`src/rtl/regfile_wb_arbiter_pkg.sv`:
```
// Shared types for the register-file writeback path: register address, data word,
// and the writeback request bundle used by both producers.
package regfile_wb_arbiter_pkg;
  typedef logic [4:0]  regaddr_t;
  typedef logic [31:0] word_t;

  typedef struct packed {
    logic     valid;
    regaddr_t addr;
    word_t    data;
  } wb_req_t;

  localparam regaddr_t REG_X0 = 5'd0;
endpackage

```
`src/rtl/regfile_scoreboard.sv`:
```
// Per-register busy vector for long-latency results still in flight; answers the
// two hazard queries and the issue-legality query combinationally.
module regfile_scoreboard
  import regfile_wb_arbiter_pkg::*;
(
  input  logic     clk_i,
  input  logic     reset_i,
  input  logic     set_i,
  input  regaddr_t set_addr_i,
  input  logic     clr_i,
  input  regaddr_t clr_addr_i,
  input  regaddr_t ra_addr_i,
  input  regaddr_t rb_addr_i,
  input  regaddr_t issue_addr_i,
  output logic     ra_busy_o,
  output logic     rb_busy_o,
  output logic     issue_ready_o
);
  logic [31:0] busy_q, busy_d;

  // Set is applied after clear so a same-address collision leaves the bit set.
  always_comb begin
    busy_d = busy_q;
    if (clr_i) busy_d[clr_addr_i] = 1'b0;
    if (set_i) busy_d[set_addr_i] = 1'b1;
    busy_d[REG_X0] = 1'b0;
  end

  always_ff @(posedge clk_i or posedge reset_i) begin
    if (reset_i) busy_q <= '0;
    else         busy_q <= busy_d;
  end

  assign ra_busy_o     = busy_q[ra_addr_i];
  assign rb_busy_o     = busy_q[rb_addr_i];
  assign issue_ready_o = !busy_q[issue_addr_i];
endmodule

```
`src/rtl/regfile_wb_arbiter.sv`:
```
// Arbitrates the register file write port between the unstallable pipeline
// writeback and a one-entry holding register fed by the long-latency unit.
module regfile_wb_arbiter
  import regfile_wb_arbiter_pkg::*;
#(
  parameter int unsigned STARVE_LIMIT = 4
) (
  input  logic        clk_i,
  input  logic        reset_i,
  input  logic        wb_valid_i,
  input  logic [4:0]  wb_addr_i,
  input  logic [31:0] wb_data_i,
  output logic        wb_stall_o,
  input  logic        ll_valid_i,
  input  logic [4:0]  ll_addr_i,
  input  logic [31:0] ll_data_i,
  output logic        ll_ready_o,
  input  logic        issue_i,
  input  logic [4:0]  issue_addr_i,
  output logic        issue_ready_o,
  input  logic [4:0]  ra_addr_i,
  input  logic [4:0]  rb_addr_i,
  output logic        ra_busy_o,
  output logic        rb_busy_o,
  output logic        wr_enable_o,
  output logic [4:0]  wr_addr_o,
  output logic [31:0] wr_data_o
);
  localparam logic [4:0] LIMIT = 5'(STARVE_LIMIT);

  wb_req_t    wb_req, hold_q, hold_d;
  logic [3:0] starve_cnt_q, starve_cnt_d;
  logic       wb_stall_q, wb_stall_d;
  logic       blocked, commit, ll_accept;

  assign wb_req     = '{valid: wb_valid_i, addr: wb_addr_i, data: wb_data_i};
  assign blocked    = hold_q.valid && wb_req.valid;
  assign commit     = hold_q.valid && !wb_req.valid && !reset_i;
  assign ll_ready_o = !hold_q.valid || !wb_req.valid;
  assign ll_accept  = ll_valid_i && ll_ready_o && !reset_i;

  // Pipeline always wins; the held entry only uses idle port cycles.
  assign wr_enable_o = !reset_i && (wb_req.valid || hold_q.valid);
  assign wr_addr_o   = wb_req.valid ? wb_req.addr : hold_q.addr;
  assign wr_data_o   = wb_req.valid ? wb_req.data : hold_q.data;
  assign wb_stall_o  = wb_stall_q;

  always_comb begin
    hold_d = hold_q;
    if (commit)    hold_d.valid = 1'b0;
    if (ll_accept) hold_d = '{valid: 1'b1, addr: ll_addr_i, data: ll_data_i};
  end

  // Blocked cycles are the only ones where a hold survives, so any other cycle restarts the count.
  always_comb begin
    starve_cnt_d = '0;
    wb_stall_d   = wb_stall_q;
    if (blocked) begin
      starve_cnt_d = (starve_cnt_q == 4'hF) ? starve_cnt_q : starve_cnt_q + 4'd1;
      if ({1'b0, starve_cnt_q} + 5'd1 >= LIMIT) wb_stall_d = 1'b1;
    end
    if (commit) wb_stall_d = 1'b0;
  end

  always_ff @(posedge clk_i or posedge reset_i) begin
    if (reset_i) begin
      hold_q       <= '0;
      starve_cnt_q <= '0;
      wb_stall_q   <= 1'b0;
    end else begin
      hold_q       <= hold_d;
      starve_cnt_q <= starve_cnt_d;
      wb_stall_q   <= wb_stall_d;
    end
  end

  regfile_scoreboard u_sb (
    .clk_i         (clk_i),
    .reset_i       (reset_i),
    .set_i         (issue_i && !reset_i),
    .set_addr_i    (issue_addr_i),
    .clr_i         (commit),
    .clr_addr_i    (hold_q.addr),
    .ra_addr_i     (ra_addr_i),
    .rb_addr_i     (rb_addr_i),
    .issue_addr_i  (issue_addr_i),
    .ra_busy_o     (ra_busy_o),
    .rb_busy_o     (rb_busy_o),
    .issue_ready_o (issue_ready_o)
  );

  always_ff @(posedge clk_i) begin
    if (!reset_i) begin
      assert (!(issue_i && !issue_ready_o))
        else $error("issue to busy register x%0d", issue_addr_i);
      assert (!(wb_stall_q && wb_valid_i))
        else $error("pipeline writeback during wb_stall_o");
    end
  end
endmodule

```
`config.mk`:
```
export PLATFORM = sky130hd
export DESIGN_NAME = regfile_wb_arbiter
export DESIGN_NICKNAME = d
export VERILOG_FILES = /design/src/rtl/regfile_wb_arbiter_pkg.sv /design/src/rtl/regfile_scoreboard.sv /design/src/rtl/regfile_wb_arbiter.sv
export SDC_FILE = /design/constraint.sdc
export NUM_CORES = 1
export LEC_CHECK = 0
export CAP_MARGIN = 20
export CORE_MARGIN = 4
export CORE_UTILIZATION = 50
export DETAILED_ROUTE_END_ITERATION = 12
export PLACE_DENSITY = 0.92
export SLEW_MARGIN = 20
export SYNTH_ARGS = -nofsm -noshare
export SYNTH_HDL_FRONTEND = slang
export SYNTH_SLANG_ARGS = --single-unit
```
`constraint.sdc`:
```
create_clock -name clk_i -period 4.65 [get_ports clk_i]
set_input_delay 0.465 -clock clk_i [delete_from_list [all_inputs] [get_ports clk_i]]
set_output_delay 0.465 -clock clk_i [all_outputs]
set_load 0.02 [all_outputs]
```
==> After elaboration in Yosys (flattened, before gate mapping) <==
Cells that the tools add are included.
{ "totals": {"input_bits": 94, "out_inout_bits": 43, "ff_bits": 74, "wordCells": 60} }
{ "classes": {"magnitude_cmp": 7, "bitwise": 3, "reduce_logical": 19, "n_mux": 21, "add_sub_neg": 2, "eq_ne": 2} }
{ "ops": {"columns": ["cell", "count"], "rows": [
  ["$mux 32", 3],
  ["$mux 38", 1],
  ["$and 32x32->32", 1],
  ["$not 32->32", 1],
  ["$or 32x32->32", 1],
  ["$lt 5x6->1 const B", 4],
  ["$bmux 1 s5", 3],
  ["$demux 1 s5", 2],
  ["$ge 5x1->1 const B", 2],
  ["$logic_and 1x1->1", 9],
  ["$mux 1", 9],
  ["$mux 4", 2],
  ["$reduce_bool 2->1", 3],
  ["$add 4x1->5 const B", 1],
  ["$ge 5x3->1 const B", 1],
  ["$mux 5", 1],
  ["$add 4x1->4 const B", 1],
  ["$eq 4x4->1 const B", 1],
  ["$logic_not 1->1", 4],
  ["$logic_or 1x1->1", 2],
  ["$ne 2x2->1 const B", 1],
  ["$reduce_and 2->1", 1]
]} }

==> Depth between registers and ports, before layout <==
{ "depth": {"ltp_word": 9, "mapped_depth": 5, "mapped_depth_nobuf": 5} }

==> Modules after synthesis <==
Synthesis repeated with hierarchy kept, for this count alone.
{ "unflattened": {"cells_unflattened": 368, "area_unflattened_um2": 4463.0} }
{ "modules_own_cells": {"columns": ["module", "cells_per_inst", "seq_area_each_um2", "instances", "area_per_inst_um2"], "rows": [
  ["regfile_wb_arbiter", 154, 1076.0, 1, 2269.7],
  ["regfile_scoreboard", 214, 775.7, 1, 2193.4]
]} }

==> Least setup slack after synthesis <==
Ideal clock, no wire load.
{ "synth_timing": {"kind": "input -> register", "startpoint": "input port reset_i", "endpoint": "register hold_q[0] (netlist bit)", "stages": 4, "setup_ps": 125, "path_buffers": 1, "setup_slack_ps": 1400, "t_arrival_ps": 3125, "required_time_ps": 4525, "cell_sequence": "inv_1 > nand3_2 > buf_2 > mux2_2"} }
{ "synth_between": {"elab_chain_len": 2} }
{ "synth_rtl": {"columns": ["item", "line", "source"], "rows": [
  ["start, declared", "regfile_wb_arbiter.sv:9", "input logic reset_i,"],
  ["$logic_not 1->1 (no source line)", null, null],
  ["$logic_and 1x1->1", "regfile_wb_arbiter.sv:40", "assign ll_accept = ll_valid_i && ll_ready_o && !reset_i;"],
  ["end signal, assigned", "regfile_wb_arbiter.sv:71", "hold_q <= hold_d;"],
  ["end, declared", "regfile_wb_arbiter.sv:31", "wb_req_t wb_req, hold_q, hold_d;"]
]} }
Every way passes these cells.
A chain may end at the register's enable or synchronous reset.

==> Worst setup path in the final report <==
{ "layout_timing": {"startpoint": "input port issue_addr_i[0]", "endpoint": "output port issue_ready_o"} }
{ "layout_between": {"elab_chain_len": 3} }
{ "layout_rtl": {"columns": ["item", "line", "source"], "rows": [
  ["start, declared", "regfile_wb_arbiter.sv:19", "input logic [4:0] issue_addr_i,"],
  ["$bmux 1 s5", "regfile_scoreboard.sv:36", "assign issue_ready_o = !busy_q[issue_addr_i];"],
  ["$mux 1 (implied by the code)", "regfile_scoreboard.sv:36", null],
  ["$logic_not 1->1", "regfile_scoreboard.sv:36", null],
  ["end, declared", "regfile_wb_arbiter.sv:20", "output logic issue_ready_o,"]
]} }
Every way passes these cells. The select of a mux whose other input is x is not followed.

==> key figures <==
Synth
  • Top area cells in the synthesized netlist: dfrtp_1 (44%), mux2_2 (20%), o21ai_0 (7.2%)
  • Syn Std Cell Area: 4250 um2
  • Primary FF master, synth: dfrtp_1
  • Average cell area after synthesis: 11.4 um2
  • Synth cell count leaders: dfrtp_1 (74), mux2_2 (74), o21ai_0 (61), mux2i_1 (20), nor2_1 (16)
  • Post-synth top area cell: dfrtp_1
  • Synth async-reset ratio: 100%
  • Synth cell types: 36
  • Yosys warns: 0
  • Number of synthesized register bits: 74
  • Post-synth EDFFs: 0
  • Synth Net Count: 468
  • Register area share after synthesis: 43.6%
  • Post-Synthesis Cells: 372
  • Share of the synthesized area in the top cell type: 43.6%

Worst setup path
  • CP Launch Type: primary input
  • Largest fanout on the critical path: 13
  • CP Class: in2out
  • Worst EP required: 4180 ps
  • Crit. End Element: output pin
  • Worst EP arrival: 2800 ps

Clock network
  • Post-cts sizing count: 0
  • Total clock sinks: 74
  • H-tree Lvls: 3
  • Clock Tree Root: clkbuf_8
  • Post-CTS setup repair buffer count: 0
  • Max Buffers Root-to-Sink: 2
  • Num CTS Buffers: 9
  • TritonCTS clock tree: done
  • Clk slew on worst S/H paths: 80 ps
  • Clk_lat worst skew: 350 ps
  • CTS Hold Bufs: 0

Global routing
  • Vias in the first global route: 3,987
  • First-pass GRT wire length: 19.6 mm
  • Initial antenna violation count: 0
  • Tot GR Track Use: 25.2%
  • Overflow left after global routing: 0
  • Largest net degree at the start of global routing: 76

Place
  • DP Worst Slack: 1400 ps
  • # port buffers: 136
  • Post-DP HPWL: 9.34 mm
  • Placement Cell Area: 5640 um2
  • Gpl congestion: 0.940

STA
  • Final Hold Viols: 0
  • Setup TNS: 0 ps
  • Clock skew: 8.87 ps
  • Final period demand of the worst path: 3270 ps
  • Worst-margin pin slew: 922 ps
  • Max_slew headroom: 38.5%
  • Final setup margin: 1380 ps
  • RSZ-0062 raised after global routing: no
  • Tcrit/Tclk final: 70.3%
  • Slew Limit Fails: 0
  • F_max: 306 MHz
  • Setup violators final: 0

Die
  • Die area: 10,000 um2
  • Site row count: 33
  • Die Height: 100 um
  • DIE WIDTH: 100 um
  • Core area: 8260 um2
  • # IOs: 137
  • Starting Density: 51.4%

Drt
  • Router iterations before antenna repair: 5
  • DRT met1 WL: 4.63 mm
  • WL final: 12.6 mm
  • Met2 WL: 6.07 mm
  • Drt drc: 0
  • Final ANT Viol Nets: 0
  • Vias per std cell: 6.12
  • Vias after detailed routing: 3,723
  • Met3 WL: 1.52 mm
  • Avg WL per Cell: 20.7 um
  • Highest routed layer: met4
  • DR iter-0 viols: 409

Finish
  • Net count, final: 594
  • Diode count: 0
  • Number of fillers in the final layout: 572
  • Proportion of layout cells with a drive suffix above 1: 21.1%
  • Final Instance Area: 5870 um2
  • Layout Utilization: 71.1%
  • Synth-to-Final Area Change: 38.2%

Power and ir drop
  • Maximum VDD drop: 0.289 mV
  • Leakage power: 2.38 nW
  • Total Power: 2.12 mW
  • Pwr dens: 361 nW/um2

Min path
  • Hold Path Class: reg2reg

Job
  • Max cap viols: 0

Status
  • Outcome: finished clean
layout make-up:
class                   count  area, um2  area share [%]
clock buffers              10        138            2.34
clock inverters             6       90.1            1.53
inverters                   4       15.0           0.256
multi-input cells         272       2280            38.8
flip-flops and latches     74       1850            31.5
well taps                 105        131            2.24
repair buffers            137       1360            23.2
kinds of logic after synthesis:
kind of cell    share of synthesized area [%]
compound gates                           11.1
xor+xnor                                0.413
simple gates                             9.75
mux                                      31.9
buf+inv                                  2.71
flops                                    43.6
fa+ha+maj                               0.589
metrics by stage:
stage | hold WS (ps) | std cells
detailed placement | 492 | 592
global route | 527 | 608
finish | 510 | 608
global placement | 486 | 592
floorplan | 475 | 372
CTS | 514 | 608
critical path: stages:
cell             delay, ps
clkdlybuf4s50_1        800
mux4_1                 350
o22ai_1                 70
or4_1                  540
clkdlybuf4s50_1        560
path summary, 6_finish.rpt:
check	startpoint	to	slack (ps)	depth (start not counted)
worst max-delay path	issue_addr_i[0]	issue_ready_o	1380	5
worst min-delay path	hold_q[26]	hold_q[26]	510	1
worst max register to register	hold_q[37]	hold_q[8]	2570	3
worst min register to register	hold_q[26]	hold_q[26]	510	1
max in group asynchronous	reset_i	hold_q[30]	3200	3
min in group asynchronous	reset_i	hold_q[37]	880	3
layer usage:
layer / GRT usage, % / vias to the layer above
met3: 8.62 / 39
met1: 30.7 / 1773
met4: 10.2 / 0
met5: 0 / -
met2: 41.0 / 270
li1: - / 1641
state kept, by name (all words and copies together), names as in the netlist:
| signal | flops |
|---|---|
| hold_q | 38 |
| starve_cnt_q | 4 |
| u_sb.busy_q | 31 |
| wb_stall_o | 1 |
placed cells by master, fill, tap and decap left out, drive strengths merged, types with 5 or more instances in the layout:
master and n:
nand3b 8, mux4 13, mux2 74, nor2b 5
clkdlybuf4s50 135, mux2i 20, nand3 13, nand2 10
nand2b 7, dfrtp 74, clkbuf 10, o21ai 63
nor2 16, a21oi 9
power breakdown:
group / switching, mW / internal [mW] / total (mW)
Clock: 0.241 / 0.317 / 0.559
Combinational: 0.273 / 0.367 / 0.640
Sequential: 0.150 / 0.772 / 0.923
Power figures use the tool's default switching activity.
